$ cat src/rtl/lib_axi_pkg.sv
// Shared AXI4-Lite definitions for the local<->AXI bridge family.
package lib_axi_pkg;

  localparam logic [1:0] RESP_OKAY   = 2'b00;
  localparam logic [1:0] RESP_SLVERR = 2'b10;

  typedef enum logic [2:0] {
    ST_IDLE,
    ST_WR_AW_W,
    ST_WR_B,
    ST_RD_AR,
    ST_RD_R,
    ST_RSP
  } state_t;

endpackage

$ cat src/rtl/lib_watchdog_cnt.sv
// Clearable, enable-gated cycle counter; tc marks the cycle whose increment reaches TIMEOUT_CYC.
module lib_watchdog_cnt #(
  parameter int TIMEOUT_CYC = 1024
) (
  input  logic clk,
  input  logic srst,
  input  logic clr,
  input  logic en,
  output logic tc
);

  localparam int CW     = (TIMEOUT_CYC > 1) ? $clog2(TIMEOUT_CYC) : 1;
  localparam int LAST_I = (TIMEOUT_CYC > 0) ? TIMEOUT_CYC - 1 : 0;
  localparam logic [CW-1:0] LAST = LAST_I[CW-1:0];

  logic [CW-1:0] cnt_reg;
  logic [CW-1:0] cnt_next;

  always_comb begin
    cnt_next = cnt_reg;
    if (clr) begin
      cnt_next = '0;
    end else if (en) begin
      cnt_next = cnt_reg + 1'b1;
    end
  end

  always_ff @(posedge clk) begin
    if (srst) begin
      cnt_reg <= '0;
    end else begin
      cnt_reg <= cnt_next;
    end
  end

  // A zero limit disables the watchdog entirely.
  assign tc = (TIMEOUT_CYC != 0) && en && !clr && (cnt_reg == LAST);

endmodule

$ cat src/rtl/lib_local2axi.sv
// AXI4-Lite master bridge: one local read/write command at a time, issued as a single AXI beat,
// with a watchdog that forces a SLVERR response if the slave hangs.
module lib_local2axi
  import lib_axi_pkg::*;
#(
  parameter int AXI_AW      = 12,
  parameter int AXI_DW      = 32,
  parameter int TIMEOUT_CYC = 1024
) (
  input  logic                  M_AXI_ACLK,
  input  logic                  M_AXI_ARESET,

  input  logic                  cmd_valid,
  output logic                  cmd_ready,
  input  logic                  cmd_wr,
  input  logic [AXI_AW-1:0]     cmd_addr,
  input  logic [AXI_DW-1:0]     cmd_wdata,

  output logic                  rsp_valid,
  output logic [AXI_DW-1:0]     rsp_rdata,
  output logic [1:0]            rsp_resp,
  output logic                  rsp_timeout,

  output logic [AXI_AW-1:0]     M_AXI_AWADDR,
  output logic [2:0]            M_AXI_AWPROT,
  output logic                  M_AXI_AWVALID,
  input  logic                  M_AXI_AWREADY,
  output logic [AXI_DW-1:0]     M_AXI_WDATA,
  output logic [AXI_DW/8-1:0]   M_AXI_WSTRB,
  output logic                  M_AXI_WVALID,
  input  logic                  M_AXI_WREADY,
  input  logic [1:0]            M_AXI_BRESP,
  input  logic                  M_AXI_BVALID,
  output logic                  M_AXI_BREADY,
  output logic [AXI_AW-1:0]     M_AXI_ARADDR,
  output logic [2:0]            M_AXI_ARPROT,
  output logic                  M_AXI_ARVALID,
  input  logic                  M_AXI_ARREADY,
  input  logic [AXI_DW-1:0]     M_AXI_RDATA,
  input  logic [1:0]            M_AXI_RRESP,
  input  logic                  M_AXI_RVALID,
  output logic                  M_AXI_RREADY
);

  state_t state_reg, state_next;

  logic              awvalid_reg, awvalid_next;
  logic              wvalid_reg, wvalid_next;
  logic              bready_reg, bready_next;
  logic              arvalid_reg, arvalid_next;
  logic              rready_reg, rready_next;
  logic [AXI_AW-1:0] awaddr_reg, awaddr_next;
  logic [AXI_DW-1:0] wdata_reg, wdata_next;
  logic [AXI_AW-1:0] araddr_reg, araddr_next;
  logic              rsp_valid_reg, rsp_valid_next;
  logic [AXI_DW-1:0] rsp_rdata_reg, rsp_rdata_next;
  logic [1:0]        rsp_resp_reg, rsp_resp_next;
  logic              rsp_timeout_reg, rsp_timeout_next;

  logic wd_clr, wd_en, wd_tc;
  logic aw_pend_next, w_pend_next;

  // AW and W retire independently; each stays pending until its own handshake.
  assign aw_pend_next = awvalid_reg && !M_AXI_AWREADY;
  assign w_pend_next  = wvalid_reg  && !M_AXI_WREADY;

  assign wd_clr = (state_reg == ST_IDLE);
  assign wd_en  = (state_reg != ST_IDLE) && (state_reg != ST_RSP);

  lib_watchdog_cnt #(
    .TIMEOUT_CYC(TIMEOUT_CYC)
  ) u_watchdog (
    .clk  (M_AXI_ACLK),
    .srst (M_AXI_ARESET),
    .clr  (wd_clr),
    .en   (wd_en),
    .tc   (wd_tc)
  );

  always_ff @(posedge M_AXI_ACLK) begin
    if (M_AXI_ARESET) begin
      state_reg       <= ST_IDLE;
      awvalid_reg     <= 1'b0;
      wvalid_reg      <= 1'b0;
      bready_reg      <= 1'b0;
      arvalid_reg     <= 1'b0;
      rready_reg      <= 1'b0;
      awaddr_reg      <= '0;
      wdata_reg       <= '0;
      araddr_reg      <= '0;
      rsp_valid_reg   <= 1'b0;
      rsp_rdata_reg   <= '0;
      rsp_resp_reg    <= RESP_OKAY;
      rsp_timeout_reg <= 1'b0;
    end else begin
      state_reg       <= state_next;
      awvalid_reg     <= awvalid_next;
      wvalid_reg      <= wvalid_next;
      bready_reg      <= bready_next;
      arvalid_reg     <= arvalid_next;
      rready_reg      <= rready_next;
      awaddr_reg      <= awaddr_next;
      wdata_reg       <= wdata_next;
      araddr_reg      <= araddr_next;
      rsp_valid_reg   <= rsp_valid_next;
      rsp_rdata_reg   <= rsp_rdata_next;
      rsp_resp_reg    <= rsp_resp_next;
      rsp_timeout_reg <= rsp_timeout_next;
    end
  end

  // A completed B/R handshake wins over a coincident timeout so real data is never dropped.
  always_comb begin
    state_next = state_reg;
    unique case (state_reg)
      ST_IDLE:    if (cmd_valid) state_next = cmd_wr ? ST_WR_AW_W : ST_RD_AR;
      ST_WR_AW_W: begin
        if (wd_tc) begin
          state_next = ST_RSP;
        end else if (!aw_pend_next && !w_pend_next) begin
          state_next = ST_WR_B;
        end
      end
      ST_WR_B:    if (M_AXI_BVALID || wd_tc) state_next = ST_RSP;
      ST_RD_AR: begin
        if (wd_tc) begin
          state_next = ST_RSP;
        end else if (M_AXI_ARREADY) begin
          state_next = ST_RD_R;
        end
      end
      ST_RD_R:    if (M_AXI_RVALID || wd_tc) state_next = ST_RSP;
      ST_RSP:     state_next = ST_IDLE;
      default:    state_next = ST_IDLE;
    endcase
  end

  always_comb begin
    awvalid_next     = awvalid_reg;
    wvalid_next      = wvalid_reg;
    bready_next      = bready_reg;
    arvalid_next     = arvalid_reg;
    rready_next      = rready_reg;
    awaddr_next      = awaddr_reg;
    wdata_next       = wdata_reg;
    araddr_next      = araddr_reg;
    rsp_valid_next   = 1'b0;
    rsp_rdata_next   = rsp_rdata_reg;
    rsp_resp_next    = rsp_resp_reg;
    rsp_timeout_next = rsp_timeout_reg;
    unique case (state_reg)
      ST_IDLE: begin
        if (cmd_valid) begin
          if (cmd_wr) begin
            awaddr_next  = cmd_addr;
            wdata_next   = cmd_wdata;
            awvalid_next = 1'b1;
            wvalid_next  = 1'b1;
          end else begin
            araddr_next  = cmd_addr;
            arvalid_next = 1'b1;
          end
        end
      end
      ST_WR_AW_W: begin
        if (wd_tc) begin
          awvalid_next = 1'b0;
          wvalid_next  = 1'b0;
        end else begin
          awvalid_next = aw_pend_next;
          wvalid_next  = w_pend_next;
          bready_next  = !aw_pend_next && !w_pend_next;
        end
      end
      ST_WR_B: begin
        if (M_AXI_BVALID || wd_tc) begin
          bready_next = 1'b0;
        end
      end
      ST_RD_AR: begin
        if (wd_tc) begin
          arvalid_next = 1'b0;
        end else if (M_AXI_ARREADY) begin
          arvalid_next = 1'b0;
          rready_next  = 1'b1;
        end
      end
      ST_RD_R: begin
        if (M_AXI_RVALID || wd_tc) begin
          rready_next = 1'b0;
        end
      end
      default: ;
    endcase

    if ((state_reg == ST_WR_B) && M_AXI_BVALID) begin
      rsp_valid_next   = 1'b1;
      rsp_rdata_next   = '0;
      rsp_resp_next    = M_AXI_BRESP;
      rsp_timeout_next = 1'b0;
    end else if ((state_reg == ST_RD_R) && M_AXI_RVALID) begin
      rsp_valid_next   = 1'b1;
      rsp_rdata_next   = M_AXI_RDATA;
      rsp_resp_next    = M_AXI_RRESP;
      rsp_timeout_next = 1'b0;
    end else if (wd_tc) begin
      rsp_valid_next   = 1'b1;
      rsp_rdata_next   = '0;
      rsp_resp_next    = RESP_SLVERR;
      rsp_timeout_next = 1'b1;
    end
  end

  assign cmd_ready     = (state_reg == ST_IDLE);
  assign rsp_valid     = rsp_valid_reg;
  assign rsp_rdata     = rsp_rdata_reg;
  assign rsp_resp      = rsp_resp_reg;
  assign rsp_timeout   = rsp_timeout_reg;

  assign M_AXI_AWADDR  = awaddr_reg;
  assign M_AXI_AWPROT  = 3'b000;
  assign M_AXI_AWVALID = awvalid_reg;
  assign M_AXI_WDATA   = wdata_reg;
  assign M_AXI_WSTRB   = '1;
  assign M_AXI_WVALID  = wvalid_reg;
  assign M_AXI_BREADY  = bready_reg;
  assign M_AXI_ARADDR  = araddr_reg;
  assign M_AXI_ARPROT  = 3'b000;
  assign M_AXI_ARVALID = arvalid_reg;
  assign M_AXI_RREADY  = rready_reg;

endmodule

$ cat config.mk
export PLATFORM = sky130hd
export DESIGN_NAME = lib_local2axi
export DESIGN_NICKNAME = d
export VERILOG_FILES = /design/src/rtl/lib_axi_pkg.sv /design/src/rtl/lib_watchdog_cnt.sv /design/src/rtl/lib_local2axi.sv
export SDC_FILE = /design/constraint.sdc
export NUM_CORES = 1
export LEC_CHECK = 0
export CORE_MARGIN = 2
export CORE_UTILIZATION = 44
export DETAILED_ROUTE_END_ITERATION = 10
export PLACE_DENSITY = 0.94
export SYNTH_ARGS = -nofsm -noshare
export SYNTH_HDL_FRONTEND = slang
export SYNTH_SLANG_ARGS = --single-unit
$ cat constraint.sdc
create_clock -name M_AXI_ACLK -period 3.6 [get_ports M_AXI_ACLK]
set_input_delay 0.72 -clock M_AXI_ACLK [delete_from_list [all_inputs] [get_ports M_AXI_ACLK]]
set_output_delay 0.72 -clock M_AXI_ACLK [all_outputs]
set_load 0.01 [all_outputs]
# Word-level counts from Yosys, hierarchy flattened
# Cells that the tools add are included.
# Widths: inputs -> output; s select.
[totals]
ff_bits = 110
inputBits = 89
word_cells = 100
[classes]
n_addsub = 1
eq_ne = 16
mux = 35
bitwise_logic = 1
reduce_logical = 33
[ops]
columns = ["operator", "n"]
rows = [
  ["$mux 32", 2],
  ["$mux 3", 7],
  ["$mux 1", 16],
  ["$ne 2x2->1 const B", 8],
  ["$pmux 3 s5", 1],
  ["$reduce_and 3->1", 4],
  ["$add 10x1->10 const B", 1],
  ["$eq 10x10->1 const B", 1],
  ["$pmux 1 s2", 5],
  ["$reduce_bool 2->1", 5],
  ["$ne 3x3->1 const B", 3],
  ["$logic_and 1x1->1", 8],
  ["$mux 2", 4],
  ["$reduce_and 4->1", 2],
  ["$eq 3x2->1 const B", 2],
  ["$reduce_bool 3->1", 2],
  ["$logic_not 1->1", 5],
  ["$reduce_and 5->1", 1],
  ["$reduce_or 2->1", 2],
  ["$eq 3x1->1 const B", 1],
  ["$eq 3x3->1 const B", 1],
  ["$logic_not 3->1", 1],
  ["$reduce_or 3->1", 1],
  ["$logic_or 1x1->1", 2],
  ["$not 1->1", 1],
]

# Logic depth before layout (Yosys ltp)
# Gate-level depths: netlist of run 1.
[logic_depth]
ltp_word = 7
mapped_depth = 7
depth_no_buf = 5

# By module
# Synthesis of run 1 repeated with hierarchy kept, for this count alone.
[unflattened]
hier_cells = 528
area_unflattened_um2 = 4434.3
[by_module_without_submodules]
columns = ["module", "instances", "cells_each", "area_each_um2", "seq_area_each_um2"]
rows = [
  ["lib_local2axi", 1, 476, 3957.5, 2001.9],
  ["lib_watchdog_cnt", 1, 52, 476.7, 200.2],
]

# Worst setup path before layout of run 1
# Ideal clock, no wire load.
[synth_timing]
kind = "in2reg"
start = "in M_AXI_RVALID"
end = "reg rsp_resp_reg[0], in the netlist rsp_resp[0]"
arrival_time_ns = 1.821
path_slack_ns = 1.662
stages = 5
path_buffers = 1
path_cell_list = "or4bb_1 -> nand2_2 -> a211oi_4 -> buf_6 -> a22o_1"
[synth_between]
elab_chain_len = 3
[synth_lines]
columns = ["element", "line", "text"]
rows = [
  ["start: declaration", "lib_local2axi.sv:41", "input logic M_AXI_RVALID,"],
  ["$logic_and 1x1->1 *", "lib_local2axi.sv:201", "end else if ((state_reg == ST_RD_R) && M_AXI_RVALID) begin"],
  ["$mux 2", "lib_local2axi.sv:201", ""],
  ["$mux 2", "lib_local2axi.sv:196", "if ((state_reg == ST_WR_B) && M_AXI_BVALID) begin"],
  ["end signal: assignment", "lib_local2axi.sv:107", "rsp_resp_reg <= rsp_resp_next;"],
  ["end: declaration", "lib_local2axi.sv:57", "logic [1:0] rsp_resp_reg, rsp_resp_next;"],
]
# Every way passes the cells marked *; elsewhere a longest branch is shown, timed or not.
# A chain may end at the register's enable or synchronous reset.

# Worst setup path in the final report of run 1
[layout_timing]
start = "reg state_reg[2]"
end = "reg rsp_rdata_reg[26], in the netlist rsp_rdata[26]"
[layout_between]
elab_chain_len = 5
[layout_lines]
columns = ["element", "line", "text"]
rows = [
  ["start: declaration", "lib_local2axi.sv:45", "state_t state_reg, state_next;"],
  ["start signal: assignment", "lib_local2axi.sv:96", "state_reg <= state_next;"],
  ["$ne 3x3->1, or another cell as far along", "lib_local2axi.sv:68", "assign wd_en = (state_reg != ST_IDLE) && (state_reg != ST_RSP);"],
  ["$logic_and 1x1->1 / $logic_not 1->1 (equally long branches)", "lib_local2axi.sv:68, lib_watchdog_cnt.sv:37", ""],
  ["$logic_and 1x1->1 (2 in series)", "lib_watchdog_cnt.sv:37", "assign tc = (TIMEOUT_CYC != 0) && en && !clr && (cnt_reg == LAST);"],
  ["$reduce_bool 2->1 (no line)", "-", ""],
  ["end signal: assignment", "lib_local2axi.sv:106", "rsp_rdata_reg <= rsp_rdata_next;"],
  ["end: declaration", "lib_local2axi.sv:56", "logic [AXI_DW-1:0] rsp_rdata_reg, rsp_rdata_next;"],
]
# Several ways; a longest one is shown, not always the timed one.

==> results.toml, run 1 <==
[placement]
dp_hpwl_um = 8370
port-buffer-count = 186
numPlacedInstances = 746
dpl_worst_slack_ns = 0.612
placed_area_um2 = 6060
gp_congestion = 0.889

[clock_tree]
cts_buffers = 9
cts_setup_buffers = 0
cts_tree = "done"
clk_path_buf_depth = 2
cts.repair.resized = 0
cts-hold-fix-buffers = 0
clockRootBuffer = "clkbuf_8"
htree_levels = 3
cts.sinks = 110
clock_latency_ns = 0.37
clk_pin_slew_ns = 0.10

[synthesis]
yosysSeqAreaShare = 0.521
synth_flop_cell = "dfxtp_1"
syn_inst = 463
synth_edf_count = 0
postSynth.asyncResetShare = 0
netlist_area_um2 = 4230
synth.area.top_cells = "dfxtp_1 (52%), nand2_1 (8.7%), a22o_1 (7.0%), a21oi_1 (6.7%), mux2i_1 (2.8%)"
ys_ff_latch = 110
yosys_warnings = 0
avgSynthCellArea_um2 = 9.13
synth_top_area_cell = "dfxtp_1"
synth_cell_types = 53
synth_top_cell_area_share = 0.521

[sta]
rsz0062_at_grt = "no"
whs_ns = 0.457
maxSlewHeadroom = 0.149
finalSetupViolCount = 0
tightest_slew_ns = 1.27
max_freq_mhz = 357
finalCritPeriodShare = 0.778
drv_slew = 0
final.setup.worst_slack_ns = 0.800
min_period_ns = 2.80
hold_viol = 0
setup_tns_ns = 0
finClkSkew_ns = 0.0101

[grt]
grt_pass1_vias = 3741
grt_max_degree = 51
grt_pass1_wl_um = 17800
grt_overflow = 0
antenna_found_initial = 0
track_usage = 0.215

[hold_path]
hold_path_depth = 2
holdCritStartpoint = "M_AXI_WDATA[7]"
min_to = "M_AXI_WDATA[7]"
hold_class = "reg -> reg"

[cells_and_area]
layout-drive-gt1-share = 0.0427
finalNetCount = 718
diodes = 0
post-route-util = 0.671
multi_input_area_um2 = 1800
final_cell_mix = "clkdlybuf4s50_1 (185), dfxtp_1 (110), nand2_1 (98)"
fillers = 713
fin_cells = 762
syn_to_final_growth_pct = 47.3
regArea_um2 = 2200
fin_area_um2 = 6230
final_common_cell = "clkdlybuf4s50_1"

[worst_setup_path]
worstReg2RegStart = "state_reg[2]"
r2r_setup_slack_ns = 0.80
start_kind = "flip-flop"
crit_type = "reg -> reg"
reg2regPathDepth = 4
critical_path_arrival_ns = 3.11
crit_path_end_kind = "flip-flop"
rr_endpoint = "rsp_rdata[26]"
cp.required_ns = 3.91
path_max_fanout = 33

[floorplanning]
dieWidth_um = 102
start_util = 0.456
ios = 197
fp-row-count = 35
core_area_um2 = 9280
fp.dieH_um = 102
dieArea_um2 = 10400

[route]
ant_nets = 0
via_count = 3921
drt-initial-drc-count = 269
drc = 0
drt_wl_total_um = 11600
drtPass1Iterations = 6
wl_per_cell_um = 15.2
vias_per_cell = 5.15

[power]
totalPowerFinal_mw = 3.26
p_leak_nw = 2.32
cellPowerDensity_nw_per_um2 = 524
irDropWorstVdd_uv = 427

[job]
cap_violations = 0

[outcome]
status = "finished, final reports clean"
critical path, cell delays in order (launching register included):
cell      delay, ns
dfxtp_1        0.74
xor2_2         0.25
o21a_1         0.36
a211oi_4       1.10
a22o_1         0.29
cell families (layout without fill, tap and decap cells):
group	Yosys count	count (layout)	share of synthesized area
AND/OR/NAND/NOR	159	159	0.167
buffers and inverters	47	209	0.0624
adder cells (fa/ha/maj)	1	1	0.00296
XOR/XNOR	7	7	0.0163
other	2	10	0.00178
multiplexers	13	13	0.0311
flip-flops	110	110	0.521
AO/OA/AOI/OAI	124	124	0.198
power breakdown:
| part | switching (mW) | total (mW) | internal (mW) |
|---|---|---|---|
| Clock | 0.413 | 0.687 | 0.273 |
| Combinational | 0.516 | 1.05 | 0.536 |
| Sequential | 0.155 | 1.53 | 1.37 |
cell type report:
| class | instances | area share |
|---|---|---|
| Inverter | 5 | 0.00301 |
| Clock inverter | 5 | 0.00522 |
| Clock buffer | 11 | 0.0227 |
| Timing Repair Buffer | 188 | 0.300 |
| Sequential cell | 110 | 0.353 |
| Multi-Input combinational cell | 314 | 0.289 |
| Tap cell | 129 | 0.0259 |
per-layer routing:
metal	up-vias	track usage	wire [um]
li1	1920	-	-
met1	1793	0.248	4480
met2	182	0.365	5670
met3	26	0.0834	1200
met4	0	0.0749	214
met5	-	0	0
worst max path at each step:
| stage | start | endpoint | slack, ns | cells after the start |
|---|---|---|---|---|
| after CTS | state_reg[2] | rsp_rdata[26] | 0.80 | 4 |
| after floorplan | M_AXI_RVALID | rsp_resp[0] | 1.66 | 5 |
| final | state_reg[2] | rsp_rdata[26] | 0.80 | 4 |
| after global routing | state_reg[2] | rsp_rdata[2] | 0.53 | 4 |
| after global placement | M_AXI_RVALID | rsp_rdata[15] | 0.76 | 5 |
| after detailed placement | M_AXI_RVALID | rsp_rdata[26] | 0.61 | 5 |
Yosys cell counts, types with 3 or more instances:
master,count
buf_4,10
o211ai_1,4
nor3_1,5
nand2b_1,3
dfxtp_1,110
o21ai_0,9
a22o_1,34
inv_1,4
buf_6,5
nand2_1,98
nor2b_1,3
mux2i_1,12
clkbuf_1,17
xor2_1,6
nand3_1,3
a21oi_1,57
nor2_1,26
and3_1,4
buf_2,10
Power figures use the tool's default switching activity.
==> inputs of run 2 (changes only) <==
CORE_UTILIZATION = 41   (was 44)
PLACE_DENSITY = 0.89   (was 0.94)
clock period = 2.9 ns   (was 3.6 ns; I/O delays follow)
==> results.toml, run 2 (synthesis gave the netlist of run 1 again) <==
[sta]
finalCritPeriodShare = 0.904
whs_ns = 0.458
drv_slew = 0
finClkSkew_ns = 0.0109
min_period_ns = 2.62
rsz0062_at_grt = "no"
tightest_slew_ns = 1.28
hold_viol = 0
setup_tns_ns = 0
max_freq_mhz = 382
finalSetupViolCount = 0
maxSlewHeadroom = 0.145

[placement]
port-buffer-count = 186
gp_congestion = 0.853
dp_hpwl_um = 8720

[grt]
grt_pass1_wl_um = 18300
grt_overflow = 0
antenna_found_initial = 0
track_usage = 0.202
grt_max_degree = 45
grt_pass1_vias = 3838

[floorplanning]
ios = 197
fp.dieH_um = 106
dieWidth_um = 106
start_util = 0.415
core_area_um2 = 10200
dieArea_um2 = 11100
fp-row-count = 37

[cells_and_area]
regArea_um2 = 2200
final_common_cell = "clkdlybuf4s50_1"
finalNetCount = 725
layout-drive-gt1-share = 0.0516
final_cell_mix = "clkdlybuf4s50_1 (185), dfxtp_1 (110), nand2_1 (98)"
diodes = 0
multi_input_area_um2 = 1800
fillers = 855
syn_to_final_growth_pct = 49.3

[clock_tree]
cts-hold-fix-buffers = 0
clk_path_buf_depth = 2
clockRootBuffer = "clkbuf_8"
cts.sinks = 110
cts_buffers = 9
cts_setup_buffers = 0
htree_levels = 3
clock_latency_ns = 0.36
cts.repair.resized = 0
cts_tree = "done"
clk_pin_slew_ns = 0.10

[route]
ant_nets = 0
drc = 0
drt-initial-drc-count = 291
vias_per_cell = 5.04
wl_per_cell_um = 14.9
via_count = 3912
drtPass1Iterations = 5
drt_wl_total_um = 11600

[worst_setup_path]
critical_path_arrival_ns = 2.04
crit_path_end_kind = "primary output"
critical_path.max_stage_delay_ns = 0.61
start_kind = "flip-flop"
slowest_stage = "clkdlybuf4s50_1"
path_max_fanout = 17
cp_cell_sequence = "buf_4 > nor3_2 > clkdlybuf4s50_1"
crit_type = "reg -> out"
cp.required_ns = 2.32

[power]
irDropWorstVdd_uv = 422
p_leak_nw = 2.37
cellPowerDensity_nw_per_um2 = 662

[hold_path]
hold_class = "reg -> reg"

[job]
cap_violations = 0

[outcome]
status = "finished, final reports clean"
run 2: through the flow:
step	std cells	cell area (um2)	setup WS [ns]	utilization	total power, mW
CTS	776	6310	0.277	0.620	4.22
global route	776	6310	0.163	0.620	4.42
floorplan	471	4260	1.10	-	2.65
finish	776	6310	0.280	0.620	4.18
global placement	760	6110	0.171	0.600	3.22
detailed placement	760	6110	0.0756	0.600	3.28
run 2: power breakdown:
part	switching, mW	internal (mW)	leakage, nW
clock network	0.503	0.428	0.107
registers	0.135	1.70	0.893
logic	0.713	0.699	1.37
total	1.35	2.83	2.37
run 2: cell type report:
cell class	instances	share of cell area
clock buffer	10	0.0218
clock inverter	6	0.0105
inverter	5	0.00297
multi-input combinational	314	0.284
sequential	110	0.349
tap	136	0.0269
timing repair buffer	195	0.305
run 2: worst paths after layout:
path / start / to / slack, ns / depth (start not counted)
setup / recovery: state_reg[1] / cmd_ready / 0.28 / 3
hold / removal: M_AXI_WDATA[9] / M_AXI_WDATA[9] / 0.46 / 2
setup reg to reg: u_watchdog.cnt_reg[0] / rsp_rdata[10] / 0.36 / 5
hold reg to reg: M_AXI_WDATA[9] / M_AXI_WDATA[9] / 0.46 / 2
run 2: routing by layer:
layer | part of all wire | GRT usage | vias up | wire, um
li1 | - | - | 1921 | -
met1 | 0.40 | 0.223 | 1821 | 4570
met3 | 0.086 | 0.0798 | 13 | 996
met5 | 0 | 0 | - | 0
met4 | 0.015 | 0.0667 | 0 | 179
met2 | 0.50 | 0.355 | 157 | 5800
run 2: worst max-delay path: cells and delay by family (launching register included):
family | cells | cell delay (ns)
buffers and inverters | 2 | 0.87
flip-flops | 1 | 0.49
AND/OR/NAND/NOR | 1 | 0.32
==> inputs of run 3 (changes only) <==
CORE_UTILIZATION = 42   (was 41)
SYNTH_HIERARCHICAL = 1   (was unset)
==> results.toml, run 3 <==
[outcome]
status = "finished, final reports clean"

[synthesis]
synth_most_common_cell = "dfxtp_1"
synth.area.top_cells = "dfxtp_1 (50%), a21oi_1 (9.8%), nand2_1 (8.0%), nor3b_1 (5.8%), nor2_1 (5.2%)"
syn_inst = 528
synth_top_area_cell = "dfxtp_1"
synth_cell_types = 49
yosysSeqAreaShare = 0.497
synth_common_cells = "dfxtp_1 (110), nand2_1 (94), a21oi_1 (87)"
postSynth.asyncResetShare = 0
synth_flop_cell = "dfxtp_1"
netlist_area_um2 = 4430
ys_ff_latch = 110
avgSynthCellArea_um2 = 8.40
synth_top_cell_area_share = 0.497
synth_edf_count = 0
yosys_warnings = 6

[clock_tree]
cts_setup_buffers = 0
clockRootBuffer = "clkbuf_8"
clock_latency_ns = 0.37
cts_tree = "done"
cts_buffers = 9
clk_pin_slew_ns = 0.10
cts.sinks = 110
clk_path_buf_depth = 2
htree_levels = 3
cts.repair.resized = 0
cts-hold-fix-buffers = 0

[cells_and_area]
final_cell_mix = "clkdlybuf4s50_1 (185), dfxtp_1 (110), nand2_1 (94)"
finalNetCount = 784
syn_to_final_growth_pct = 47.0
diodes = 0
layout-drive-gt1-share = 0.0573
final_common_cell = "clkdlybuf4s50_1"
fin_cells = 834

[route]
wl_per_cell_um = 14.4
drtPass1Iterations = 6
drc = 0
vias_per_cell = 5.05
drt-initial-drc-count = 250
ant_nets = 0
drt_wl_total_um = 12000
via_count = 4212

[floorplanning]
core_area_um2 = 10300
ios = 197
fp-row-count = 37
dieArea_um2 = 11400
dieWidth_um = 107
start_util = 0.431
fp.dieH_um = 107

[sta]
finClkSkew_ns = 0.0120
finalCritPeriodShare = 0.889
finalSetupViolCount = 0
rsz0062_at_grt = "no"
min_period_ns = 2.58
tightest_slew_ns = 0.753
setup_tns_ns = 0
hold_viol = 0
max_freq_mhz = 388
maxSlewHeadroom = 0.498
drv_slew = 0

[power]
p_comb_frac = 0.354
p_leak_nw = 2.31
p_clk_frac = 0.202
cellPowerDensity_nw_per_um2 = 637
totalPowerFinal_mw = 4.15
p_sw_frac = 0.335
switchingPower_mw = 1.39
p_int_mw = 2.76
irDropWorstVdd_uv = 328
pwr-share-seq = 0.444

[worst_setup_path]
path_max_fanout = 14
worstReg2RegStart = "state_reg[1]"
r2r_setup_slack_ns = 0.53
reg2regPathDepth = 9
crit_path_end = "cmd_ready"
crit_path_end_kind = "primary output"
start_kind = "flip-flop"
crit_start = "state_reg[1]"
cp.required_ns = 2.32
rr_endpoint = "M_AXI_BREADY"
crit_type = "reg -> out"
critical_path_arrival_ns = 2.00

[placement]
port-buffer-count = 186
gp_congestion = 0.850
dp_hpwl_um = 8880
numPlacedInstances = 819

[hold_path]
hold_class = "reg -> reg"
holdCritStartpoint = "M_AXI_WDATA[0]"

[grt]
antenna_found_initial = 0
grt_pass1_wl_um = 18700
track_usage = 0.202
grt_max_degree = 69
grt_pass1_vias = 4053
grt_overflow = 0

[job]
cap_violations = 0
[run 3: cell types whose count changed after synthesis, sizes merged, moves of 4 or more]
cell / delta
xor2: -4
nor2: +36
a22o: -34
buf: +8
o211ai: -4
nand2: -5
nor3b: +35
nand3: +4
a21oi: +30
or4: +4
[run 3: kinds of logic after synthesis]
logic type               Yosys count  synth area share
other                              2           0.00169
adder cells (fa/ha/maj)            1           0.00282
XOR/XNOR                           5           0.00988
buffers and inverters             53            0.0632
AND/OR/NAND/NOR                  232             0.260
AO/OA/AOI/OAI                    111             0.134
multiplexers                      14            0.0316
flip-flops                       110             0.497
[run 3: final cells by class]
class	count	area (um2)
Clock buffer	10	128
Fill cell	899	3760
Clock inverter	5	45.0
Multi-Input combinational cell	373	2010
Inverter	2	7.51
Timing Repair Buffer	198	1960
Sequential cell	110	2200
Tap cell	136	170
[run 3: worst max-delay path, cell delays in order, from the launching register on]
cell and delay, ns:
dfxtp_1 0.47, nor3_2 0.52, clkdlybuf4s50_1 0.65
[run 3: stage by stage]
step	util	setup slack (ns)	area, um2	hold slack (ns)
global route	0.634	0.202	6520	0.480
floorplan	-	0.293	4460	0.447
CTS	0.634	0.286	6520	0.459
finish	0.634	0.321	6520	0.457
global placement	0.618	0.656	6350	0.441
detailed placement	0.618	0.556	6350	0.446
[run 3: metal layers]
layer,share of wire,global-route usage,vias to the layer above
li1,-,-,2083
met1,0.40,0.221,1985
met2,0.51,0.376,130
met3,0.075,0.0565,14
met4,0.013,0.0640,0
met5,0,0,-
[run 3: power groups by stage]
| stage | sequential (mW) | clock (mW) | combinational, mW |
|---|---|---|---|
| after floorplan | 1.91 | 0 | 0.800 |
| after global placement | 1.86 | 0 | 1.43 |
| after detailed placement | 1.88 | 0 | 1.47 |
| after CTS | 1.85 | 0.860 | 1.48 |
| after global routing | 1.87 | 0.921 | 1.59 |
| final | 1.84 | 0.839 | 1.47 |
[run 3: worst min-delay path by stage]
stage / endpoint / slack, ns / cells past startpoint
2_1_floorplan: u_watchdog/cnt_reg[9] / 0.45 / 2
3_3_place_gp: M_AXI_WDATA[2] / 0.44 / 2
3_5_place_dp: M_AXI_WDATA[0] / 0.45 / 2
4_1_cts: M_AXI_WDATA[0] / 0.46 / 2
5_1_grt: M_AXI_WDATA[30] / 0.48 / 2
6_report: M_AXI_WDATA[0] / 0.46 / 2
